===== src/rtl/seg7_pkg.sv =====
// Shared types and segment constants for the 7-segment display driver.
package seg7_pkg;

    typedef enum logic [1:0] {
        ST_IDLE,
        ST_SHIFT,
        ST_UPDATE
    } state_t;

    localparam int unsigned BCD_DIGITS = 5;
    localparam logic [6:0]  SEG_BLANK  = 7'h00;
    localparam logic [6:0]  SEG_DASH   = 7'h40;

    function automatic logic [6:0] seg_code(input logic [3:0] digit);
        logic [6:0] code;
        case (digit)
            4'd0:    code = 7'h3F;
            4'd1:    code = 7'h06;
            4'd2:    code = 7'h5B;
            4'd3:    code = 7'h4F;
            4'd4:    code = 7'h66;
            4'd5:    code = 7'h6D;
            4'd6:    code = 7'h7D;
            4'd7:    code = 7'h07;
            4'd8:    code = 7'h7F;
            4'd9:    code = 7'h6F;
            default: code = SEG_BLANK;
        endcase
        return code;
    endfunction

endpackage


===== src/rtl/bin2bcd_seq.sv =====
// Sequential double-dabble converter: 14-bit binary to 5 BCD digits in 14 steps.
module bin2bcd_seq
    import seg7_pkg::*;
(
    input  logic        clk,
    input  logic        rst_n,
    input  logic        start,
    input  logic [13:0] bin_in,
    output logic        busy,
    output logic        done,
    output logic [19:0] bcd_out
);

    logic [13:0] sr;
    logic [19:0] acc;
    logic [19:0] adj;
    logic [3:0]  cnt;
    logic        run;

    always_comb begin
        adj = acc;
        for (int unsigned i = 0; i < BCD_DIGITS; i++) begin
            if (acc[4*i +: 4] >= 4'd5)
                adj[4*i +: 4] = acc[4*i +: 4] + 4'd3;
        end
    end

    always_ff @(posedge clk) begin
        if (!rst_n) begin
            run <= 1'b0;
            sr  <= '0;
            acc <= '0;
            cnt <= '0;
        end else if (start && !run) begin
            run <= 1'b1;
            sr  <= bin_in;
            acc <= '0;
            cnt <= '0;
        end else if (run) begin
            acc <= {adj[18:0], sr[13]};
            sr  <= {sr[12:0], 1'b0};
            cnt <= cnt + 4'd1;
            if (cnt == 4'd13)
                run <= 1'b0;
        end
    end

    // done marks the cycle whose closing edge applies the final step,
    // so the caller can sample bcd_out on the very next cycle.
    assign busy    = run;
    assign done    = run && (cnt == 4'd13);
    assign bcd_out = acc;

endmodule


===== src/rtl/seg7_display_driver.sv =====
// Four-digit multiplexed 7-segment driver with blanking and overflow dashes.
// Optional SIGNED_DISPLAY_EN treats value_in as two's complement with a minus sign.
module seg7_display_driver
    import seg7_pkg::*;
#(
    parameter int unsigned REFRESH_DIV = 1024,
    parameter int unsigned VALUE_W     = 14
) (
    input  logic               clk,
    input  logic               rst_n,
    input  logic [VALUE_W-1:0] value_in,
    output logic [6:0]         seg_out,
    output logic [3:0]         dig_sel,
    output logic               busy,
    output logic               overflow
);

    localparam int unsigned CNT_W = (REFRESH_DIV > 1) ? $clog2(REFRESH_DIV) : 1;
    localparam logic [CNT_W-1:0] CNT_MAX = CNT_W'(REFRESH_DIV - 1);

    state_t             state;
    logic [VALUE_W-1:0] last_value;
    logic [6:0]         disp_seg [4];
    logic [6:0]         next_seg [4];
    logic               next_ovf;
    logic [CNT_W-1:0]   ref_cnt;
    logic [1:0]         dig_idx;
    logic               start;
    logic [13:0]        conv_in;
    logic               conv_busy;
    logic               conv_done;
    logic [19:0]        bcd;
    logic [3:0]         d [BCD_DIGITS];
    logic [1:0]         msd;

    assign start = (state == ST_IDLE) && (value_in != last_value);
    assign busy  = conv_busy || (state == ST_UPDATE);

`ifdef SIGNED_DISPLAY_EN
    logic neg_q;
    assign conv_in = value_in[13] ? (~value_in + 14'd1) : value_in;
`else
    assign conv_in = value_in;
`endif

    bin2bcd_seq u_bcd (
        .clk     (clk),
        .rst_n   (rst_n),
        .start   (start),
        .bin_in  (conv_in),
        .busy    (conv_busy),
        .done    (conv_done),
        .bcd_out (bcd)
    );

    always_comb begin
        for (int unsigned i = 0; i < BCD_DIGITS; i++)
            d[i] = bcd[4*i +: 4];
        msd = 2'd0;
        if (d[1] != 4'd0) msd = 2'd1;
        if (d[2] != 4'd0) msd = 2'd2;
        if (d[3] != 4'd0) msd = 2'd3;
`ifdef SIGNED_DISPLAY_EN
        next_ovf = neg_q ? ((d[4] != 4'd0) || (d[3] != 4'd0)) : (d[4] != 4'd0);
`else
        next_ovf = (d[4] != 4'd0);
`endif
        for (int unsigned i = 0; i < 4; i++) begin
            if (next_ovf)
                next_seg[i] = SEG_DASH;
            else if (i <= 32'(msd))
                next_seg[i] = seg_code(d[i]);
`ifdef SIGNED_DISPLAY_EN
            else if (neg_q && (i == 32'(msd) + 1))
                next_seg[i] = SEG_DASH;
`endif
            else
                next_seg[i] = SEG_BLANK;
        end
    end

    always_ff @(posedge clk) begin
        if (!rst_n) begin
            state       <= ST_IDLE;
            last_value  <= '0;
            overflow    <= 1'b0;
            disp_seg[0] <= seg_code(4'd0);
            disp_seg[1] <= SEG_BLANK;
            disp_seg[2] <= SEG_BLANK;
            disp_seg[3] <= SEG_BLANK;
`ifdef SIGNED_DISPLAY_EN
            neg_q       <= 1'b0;
`endif
        end else begin
            case (state)
                ST_IDLE: begin
                    if (start) begin
                        last_value <= value_in;
`ifdef SIGNED_DISPLAY_EN
                        neg_q      <= value_in[13];
`endif
                        state      <= ST_SHIFT;
                    end
                end
                ST_SHIFT: begin
                    if (conv_done)
                        state <= ST_UPDATE;
                end
                ST_UPDATE: begin
                    for (int unsigned i = 0; i < 4; i++)
                        disp_seg[i] <= next_seg[i];
                    overflow <= next_ovf;
                    state    <= ST_IDLE;
                end
                default: state <= ST_IDLE;
            endcase
        end
    end

    always_ff @(posedge clk) begin
        if (!rst_n) begin
            ref_cnt <= '0;
            dig_idx <= 2'd0;
            seg_out <= 7'h3F;
            dig_sel <= 4'b0001;
        end else begin
            if (ref_cnt == CNT_MAX) begin
                ref_cnt <= '0;
                dig_idx <= dig_idx + 2'd1;
            end else begin
                ref_cnt <= ref_cnt + 1'b1;
            end
            dig_sel <= 4'b0001 << dig_idx;
            seg_out <= disp_seg[dig_idx];
        end
    end

endmodule


===== config.mk =====
export PLATFORM = sky130hd
export DESIGN_NAME = seg7_display_driver
export DESIGN_NICKNAME = d
export VERILOG_FILES = /design/src/rtl/seg7_pkg.sv /design/src/rtl/bin2bcd_seq.sv /design/src/rtl/seg7_display_driver.sv
export SDC_FILE = /design/constraint.sdc
export NUM_CORES = 1
export LEC_CHECK = 0
export CORE_ASPECT_RATIO = 1.25
export CORE_UTILIZATION = 53
export CTS_BUF_LIST = sky130_fd_sc_hd__clkbuf_16
export DETAILED_ROUTE_END_ITERATION = 8
export GPL_TIMING_DRIVEN = 0
export PLACE_DENSITY_LB_ADDON = 0.1
export SLEW_MARGIN = 0
export SYNTH_ARGS = -nofsm -noshare
export SYNTH_HDL_FRONTEND = slang
export SYNTH_HIERARCHICAL = 1
export SYNTH_SLANG_ARGS = --single-unit

===== constraint.sdc =====
create_clock -name clk -period 2.19 [get_ports clk]
set_clock_uncertainty 0.1 [all_clocks]
set_input_delay 0.3285 -clock clk [delete_from_list [all_inputs] [get_ports clk]]
set_output_delay 0.3285 -clock clk [all_outputs]
set_load 0.1 [all_outputs]

==> results of run 1 <==
==> routing by layer <==
| metal | wire, um | global-route usage [%] | up-vias |
|---|---|---|---|
| met5 | 0 | 0 | - |
| met4 | 173 | 7.795 | 0 |
| met3 | 387 | 3.871 | 12 |
| met2 | 6201 | 41.72 | 57 |
| met1 | 5256 | 29.03 | 2031 |
| li1 | - | - | 2097 |
==> kinds of logic (layout without fill, tap and decap cells) <==
family	Yosys count	in the layout
AO/OA/AOI/OAI	107	107
XOR/XNOR	26	26
adder cells (fa/ha/maj)	36	36
buffers and inverters	59	115
flip-flops	107	107
multiplexers	40	40
AND/OR/NAND/NOR	185	185
==> critical path, cell delays in order (launching register included) <==
cell     delay, ns
dfxtp_2       0.34
xnor2_2       0.13
nand4_1       0.14
nor4_4        0.08
nor3_4        0.30
inv_4         0.05
o21ai_4       0.23
buf_6         0.16
buf_6         0.12
nor4_4        0.04
a311o_1       0.33
==> sequential cells by signal, summed over array words and instances (netlist names), 4 cells and up <==
register	count
u_bcd/sr	14
u_bcd/cnt	4
last_value	14
u_bcd/bcd_out	20
seg_out	7
disp_seg	28
ref_cnt	10
dig_sel	4
==> area by class of cell <==
cell class	count	share of cell area, %
clock inverters	6	1.155
well taps	129	2.482
clock buffers	10	3.848
plain buffers	26	1.943
repair buffers	43	5.696
inverters	30	1.770
flip-flops and latches	107	37.41
multi-input cells	394	45.70
==> synthesized netlist by cell type (all sizes together), types with 3 or more instances <==
library cell  count
dfxtp            79
nand2            63
ha               36
a21oi            34
o21ai            33
mux2i            32
nor2             32
inv              30
edfxtp           28
nand2b           21
xnor2            19
buf              16
clkbuf           13
o211a            13
nand4            11
nand3             9
nor3              9
mux4              7
nor4              7
xor2              7
and4              6
o311ai            6
a311o             5
and2              5
or4               5
a221oi            4
nor2b             4
nor3b             4
o22ai             4
and3              3
==> layout by cell type, fill, tap and decap left out, types with 8 or more instances in the layout <==
| master | n |
|---|---|
| dfxtp_2 | 8 |
| dlygate4sd2_1 | 26 |
| nand4_1 | 11 |
| nand2b_1 | 21 |
| xnor2_1 | 16 |
| o211a_1 | 13 |
| nor2_1 | 31 |
| clkbuf_1 | 11 |
| nor3_1 | 8 |
| o21ai_0 | 31 |
| mux2i_1 | 32 |
| buf_2 | 11 |
| nand2_1 | 62 |
| dfxtp_1 | 71 |
| inv_1 | 26 |
| ha_1 | 35 |
| buf_4 | 11 |
| a21oi_1 | 34 |
| nand3_1 | 9 |
| clkbuf_16 | 10 |
| edfxtp_1 | 28 |
==> through the flow <==
step	TNS [ns]	hold WS, ns	area, um^2	worst slack, ns
floorplan	0	0.3175	5530	0.0001117
global placement	-57.62	0.3304	5972	-1.046
detailed placement	-59.57	0.3496	5972	-1.095
CTS	-0.1123	0.2985	6454	-0.03212
global route	-0.06929	0.3249	6502	-0.04932
finish	0	0.3071	6502	0.05650
==> what timing repair did <==
action	in CTS	in global routing
resized for setup	56	19
endpoints found under the setup margin	85	39
hold buffers	0	0
pin swaps	17	13
setup buffers	13	2
endpoints found under the hold margin	0	0
==> power by group <==
part	total (W)	internal, W	switching (W)	leakage, nW
combinational	0.000434	0.000182	0.000251	1.49
sequential	0.00215	0.00209	0.0000545	0.916
clock	0.00176	0.000978	0.000782	0.157
==> worst min-delay path by stage <==
stage / from / to / slack (ns) / depth (start not counted)
after global routing: value_in[10] / last_value[10] / 0.32 / 3
after CTS: value_in[10] / last_value[10] / 0.30 / 3
final: value_in[10] / last_value[10] / 0.31 / 3
after global placement: ref_cnt[0] / ref_cnt[0] / 0.33 / 1
after floorplan: ref_cnt[0] / ref_cnt[0] / 0.32 / 1
after detailed placement: ref_cnt[0] / ref_cnt[0] / 0.35 / 1
==> flow_summary_export.csv, run 1 <==
group,metric,value,unit
sta,rsz0062_at_grt,"yes",
finish,area_growth,17.98,%
cts,clockBufferDepth,2,
critical_path,setup.worst_path.start,"last_value[1]",
hold_path,hold_path_class,"input pin to flip-flop",
power_and_ir_drop,p_total,0.004341,W
global_route,grt_pass1_wl,19670,um
floorplan,start_util,54.54,%
sta,fin_crit,2.133,ns
critical_path,worst_setup_path_start_kind,"flip-flop",
critical_path,criticalPathCategory,"flip-flop to flip-flop",
floorplan,fp.dieH,116.0,um
finish,regArea,2432,um^2
cts,cts_tree,"yes",
logic_synthesis,synth_edf_count,28,
floorplan,row_count,41,
global_route,grt.overflow.total,0,
finish,n_antenna_cell,0,
critical_path,end_kind,"flip-flop",
sta,worst_slew_pin_slew,0.9722,ns
placement,io_buffers,28,
logic_synthesis,synthXorXnorAreaFrac,4.132,%
logic_synthesis,synthAdderAreaFrac,8.173,%
sta,slew_viol_final,0,
placement,gp_congestion,0.8473,
finish,fin_nets,663,
critical_path,reg2regPathDepth,10,
logic_synthesis,synth-seq-area-share,43.95,%
logic_synthesis,synth_top_area_share,28.69,%
critical_path,reg2reg_to,"u_bcd/bcd_out[6]",
cts,clkTransAtPathRegs,0.08,ns
route,drt-initial-drc-count,180,
logic_synthesis,yosys.area_share.simple,17.37,%
cts,clk-insertion-delay-late,0.35,ns
route,wl_per_cell,16.13,um
finish,multiInputGateArea,2972,um^2
floorplan,die_area,10810,um^2
finish,fin_cells,745,
logic_synthesis,synth_area_leaders,"dfxtp_1 (29%), edfxtp_1 (15%), ha_1 (8.2%)",
placement,post-dp-hpwl,8282,um
sta,slew_headroom,35.45,%
logic_synthesis,syn-num-nets,612,
sta,max_freq,0.4687,GHz
logic_synthesis,synth_area_leader_cell,"dfxtp_1",
logic_synthesis,synth-main-ff-cell,"dfxtp_1",
logic_synthesis,synthArstFlopShare,0,%
logic_synthesis,synth_top_family_by_area,"simple AND/OR/NAND/NOR gates",
outcome,status,"completed",
finish,fin_util,64.34,%
floorplan,core,10110,um^2
critical_path,endpoint,"u_bcd/bcd_out[6]",
logic_synthesis,synthMuxAreaShare,8.876,%
logic_synthesis,syn_avg_cell_area,9.842,um^2
cts,cts-root-buf,"clkbuf_16",
cts,clkSinkCount,107,
sta,hold_viol_final,0,
route,viasPerCell,5.634,
sta,setup_violations,0,
logic_synthesis,netlist_area,5512,um^2
route,dr.pass1.iters,4,
finish,drive_above_1_share,14.12,%
route,drt-total-wl,12020,um
critical_path,reg2reg_slack,0.06,ns
floorplan,ios,29,
finish,fillCellCount,831,
floorplan,die_x,93.21,um
logic_synthesis,synth_compound_area_share,12.87,%
critical_path,crit_arrival,2.27,ns
cts,htreeDepth,3,
critical_path,worstPathMaxFanout,7,
global_route,antenna_found_initial,0,
logic_synthesis,yosys_register_bits,107,
power_and_ir_drop,ir_drop,0.0004336,V
critical_path,required,2.33,ns
global_route,grt_max_degree,29,
placement,dp_cells,717,
critical_path,rr_startpoint,"last_value[1]",
cts,cts_made_buffers,9,
run,cap_violations,0,
route,vias,4197,
power_and_ir_drop,p_leak,2.568,nW
route,ant_nets,0,
sta,period_share,97.42,%
logic_synthesis,synthDistinctLibCells,51,
logic_synthesis,synth_cells,560,
global_route,track_usage,23.53,%
logic_synthesis,yosys_warnings,6,
power_and_ir_drop,power_density,667.6,nW/um^2
route,drcViolationCount,0,
global_route,grt_pass1_vias,4108,
(Power assumes the default switching activity.)
==> inputs of run 2 (changes only) <==
RECOVER_POWER = 25   (was not set)
==> results of run 2 <==
The final DEF is identical to that of run 1; final timing and power are the same.
==> inputs of run 3 (changes only) <==
CORE_ASPECT_RATIO = 0.9   (was 1.25)
==> run 3 against run 2 <==
Effect of this change:
- register-to-register slack hardly changed
- via count is 0.55% lower
- clock power is 18% lower
- utilization down 0.14 points
- maximum frequency is 0.37% lower
- total power fell by 7.6%
- cell area is 2.6% lower
==> flow_summary_export.csv, run 3 (synthesis gave the netlist of run 1 again) <==
group,metric,value,unit
cts,clk-insertion-delay-late,0.34,ns
cts,htreeDepth,3,
cts,clockBufferDepth,2,
critical_path,crit_arrival,2.29,ns
finish,largest-register,"disp_seg",
power_and_ir_drop,p_sw,0.0009859,W
critical_path,required,2.34,ns
power_and_ir_drop,power_density,633.2,nW/um^2
sta,max_freq,0.4670,GHz
power_and_ir_drop,p_leak,2.507,nW
cts,cts-root-buf,"clkbuf_16",
placement,io_buffers,28,
global_route,track_usage,22.34,%
critical_path,crit_chain,"xnor2_1 -> nand4_1 -> nor4_4 -> nor3_4 -> buf_6 -> inv_4 -> o21ai_4 -> or4_1 -> o311ai_2",
sta,setup_violations,0,
critical_path,rr_startpoint,"last_value[4]",
route,dr.pass1.iters,4,
floorplan,start_util,55.84,%
sta,slew_headroom,36.03,%
sta,slew_viol_final,0,
floorplan,ios,29,
cts,clkTransAtPathRegs,0.07,ns
global_route,grt_pass1_wl,18640,um
finish,n_antenna_cell,0,
power_and_ir_drop,clkPwrFrac,36.1,%
route,wl_per_cell,15.76,um
sta,period_share,97.79,%
finish,area_growth,14.96,%
cts,clkSinkCount,107,
power_and_ir_drop,swShare,24.58,%
finish,layout_commonest_cell,"dfxtp_1",
critical_path,path_buf_inv,2,
outcome,status,"completed",
route,ant_nets,0,
hold_path,hold_path_class,"input pin to flip-flop",
power_and_ir_drop,p_total,0.004012,W
placement,gp_congestion,0.8796,
critical_path,criticalPathCategory,"flip-flop to flip-flop",
hold_path,hp-start,"value_in[6]",
sta,fin_crit,2.141,ns
critical_path,reg2reg_slack,0.05,ns
sta,worst_slew_pin_slew,0.9634,ns
finish,fin_nets,657,
cts,cts_tree,"yes",
power_and_ir_drop,intPower,0.003026,W
floorplan,fp.dieH,98.75,um
run,cap_violations,0,
critical_path,slowest_delay,0.51,ns
cts,cts_made_buffers,9,
finish,final_cell_mix,"dfxtp_1 (65), nand2_1 (62), ha_1 (35)",
route,vias,4174,
route,drt-initial-drc-count,247,
global_route,grt.overflow.total,0,
critical_path,slowest_stage,"or4_1",
hold_path,min_delay_path_depth,3,
global_route,antenna_found_initial,0,
critical_path,worstPathMaxFanout,7,
finish,drive_above_1_share,12.95,%
finish,largest_register_ffs,28,
global_route,grt_max_degree,29,
power_and_ir_drop,pwr-share-comb,10.3,%
floorplan,row_count,34,
route,drt-total-wl,11600,um
floorplan,core,9869,um^2
critical_path,crit_family,"simple AND/OR/NAND/NOR gates",
power_and_ir_drop,seq_power_share,53.6,%
global_route,grt_pass1_vias,3831,
critical_path,end_kind,"flip-flop",
finish,fin_area,6336,um^2
critical_path,reg2regPathDepth,9,
hold_path,whs_endpoint,"last_value[6]",
route,drcViolationCount,0,
critical_path,reg2reg_to,"u_bcd/bcd_out[17]",
floorplan,die_area,10810,um^2
power_and_ir_drop,ir_drop,0.0004670,V
placement,post-dp-hpwl,8186,um
sta,hold_viol_final,0,
route,viasPerCell,5.671,
placement,postPlaceCellArea,5968,um^2
critical_path,worst_setup_path_start_kind,"flip-flop",
floorplan,die_x,109.5,um
run 3: cell count changes in the layout (fill, tap and decap cells not counted), moves of 2 or more:
cell      change
dfxtp_1       -6
dfxtp_2       +6
buf_4         -3
buf_6         -3
inv_1         +3
nor4_1        +3
nor4_4        -3
buf_2         -2
clkbuf_1      +2
inv_6         -2
run 3: worst max-delay path by stage:
stage	slack, ns	cells after the start	to	start
3_3_place_gp	-1.04	4	disp_seg[2][0]	rst_n
2_1_floorplan	0.0001	10	u_bcd/bcd_out[5]	value_in[9]
5_1_grt	-0.006	10	u_bcd/bcd_out[6]	last_value[4]
3_5_place_dp	-1.06	4	disp_seg[2][0]	rst_n
6_report	0.05	9	u_bcd/bcd_out[17]	last_value[4]
4_1_cts	-0.006	9	u_bcd/bcd_out[17]	last_value[1]
run 3: layer usage:
layer	share of wire [%]	GRT usage (%)	routed length (um)	vias to the layer above
li1	-	-	-	2078
met1	50	31.88	5750	2003
met2	46	34.69	5319	79
met3	3.4	3.638	397	14
met4	1.1	6.872	130	0
met5	0	0	0	-
run 3: cell type report:
cell class / count / area, um^2
clock inverter: 7 / 37.54
inverter: 30 / 115.1
timing repair buffer: 36 / 302.8
multi-input combinational: 394 / 2922
tap: 126 / 157.7
buffer: 27 / 136.4
fill: 798 / 3533
clock buffer: 9 / 225.2
sequential: 107 / 2440
run 3: worst min-delay path, stage by stage:
cell,delay [ns]
dlygate4sd2_1,0.28
nand2_1,0.07
mux2i_1,0.06
run 3: through the flow:
stage	utilization, %	hold WS (ns)	instances	TNS [ns]	setup slack, ns
6_report	64.20	0.3423	736	0	0.04851
4_1_cts	63.53	0.3290	735	-0.006383	-0.006383
5_1_grt	64.20	0.3305	736	-0.01139	-0.006313
3_3_place_gp	60.47	0.3276	714	-57.82	-1.043
3_5_place_dp	60.47	0.3497	714	-59.93	-1.057
2_1_floorplan	-	0.3175	560	0	0.0001117
run 3: repair_timing:
item,in CTS,in global routing
pin swaps,6,12
resized for setup,43,23
buffers inserted,6,2
gates cloned,0,0
setup endpoints to repair,84,45
hold buffers,0,0
run 3: power by group through the flow:
| stage | clock [W] | combinational, W | sequential [W] |
|---|---|---|---|
| 6_report | 0.00145 | 0.000414 | 0.00215 |
| 2_1_floorplan | 0 | 0.000278 | 0.00218 |
| 4_1_cts | 0.00147 | 0.000398 | 0.00215 |
| 3_3_place_gp | 0 | 0.000387 | 0.00219 |
| 5_1_grt | 0.00155 | 0.000452 | 0.00216 |
| 3_5_place_dp | 0 | 0.000394 | 0.00219 |
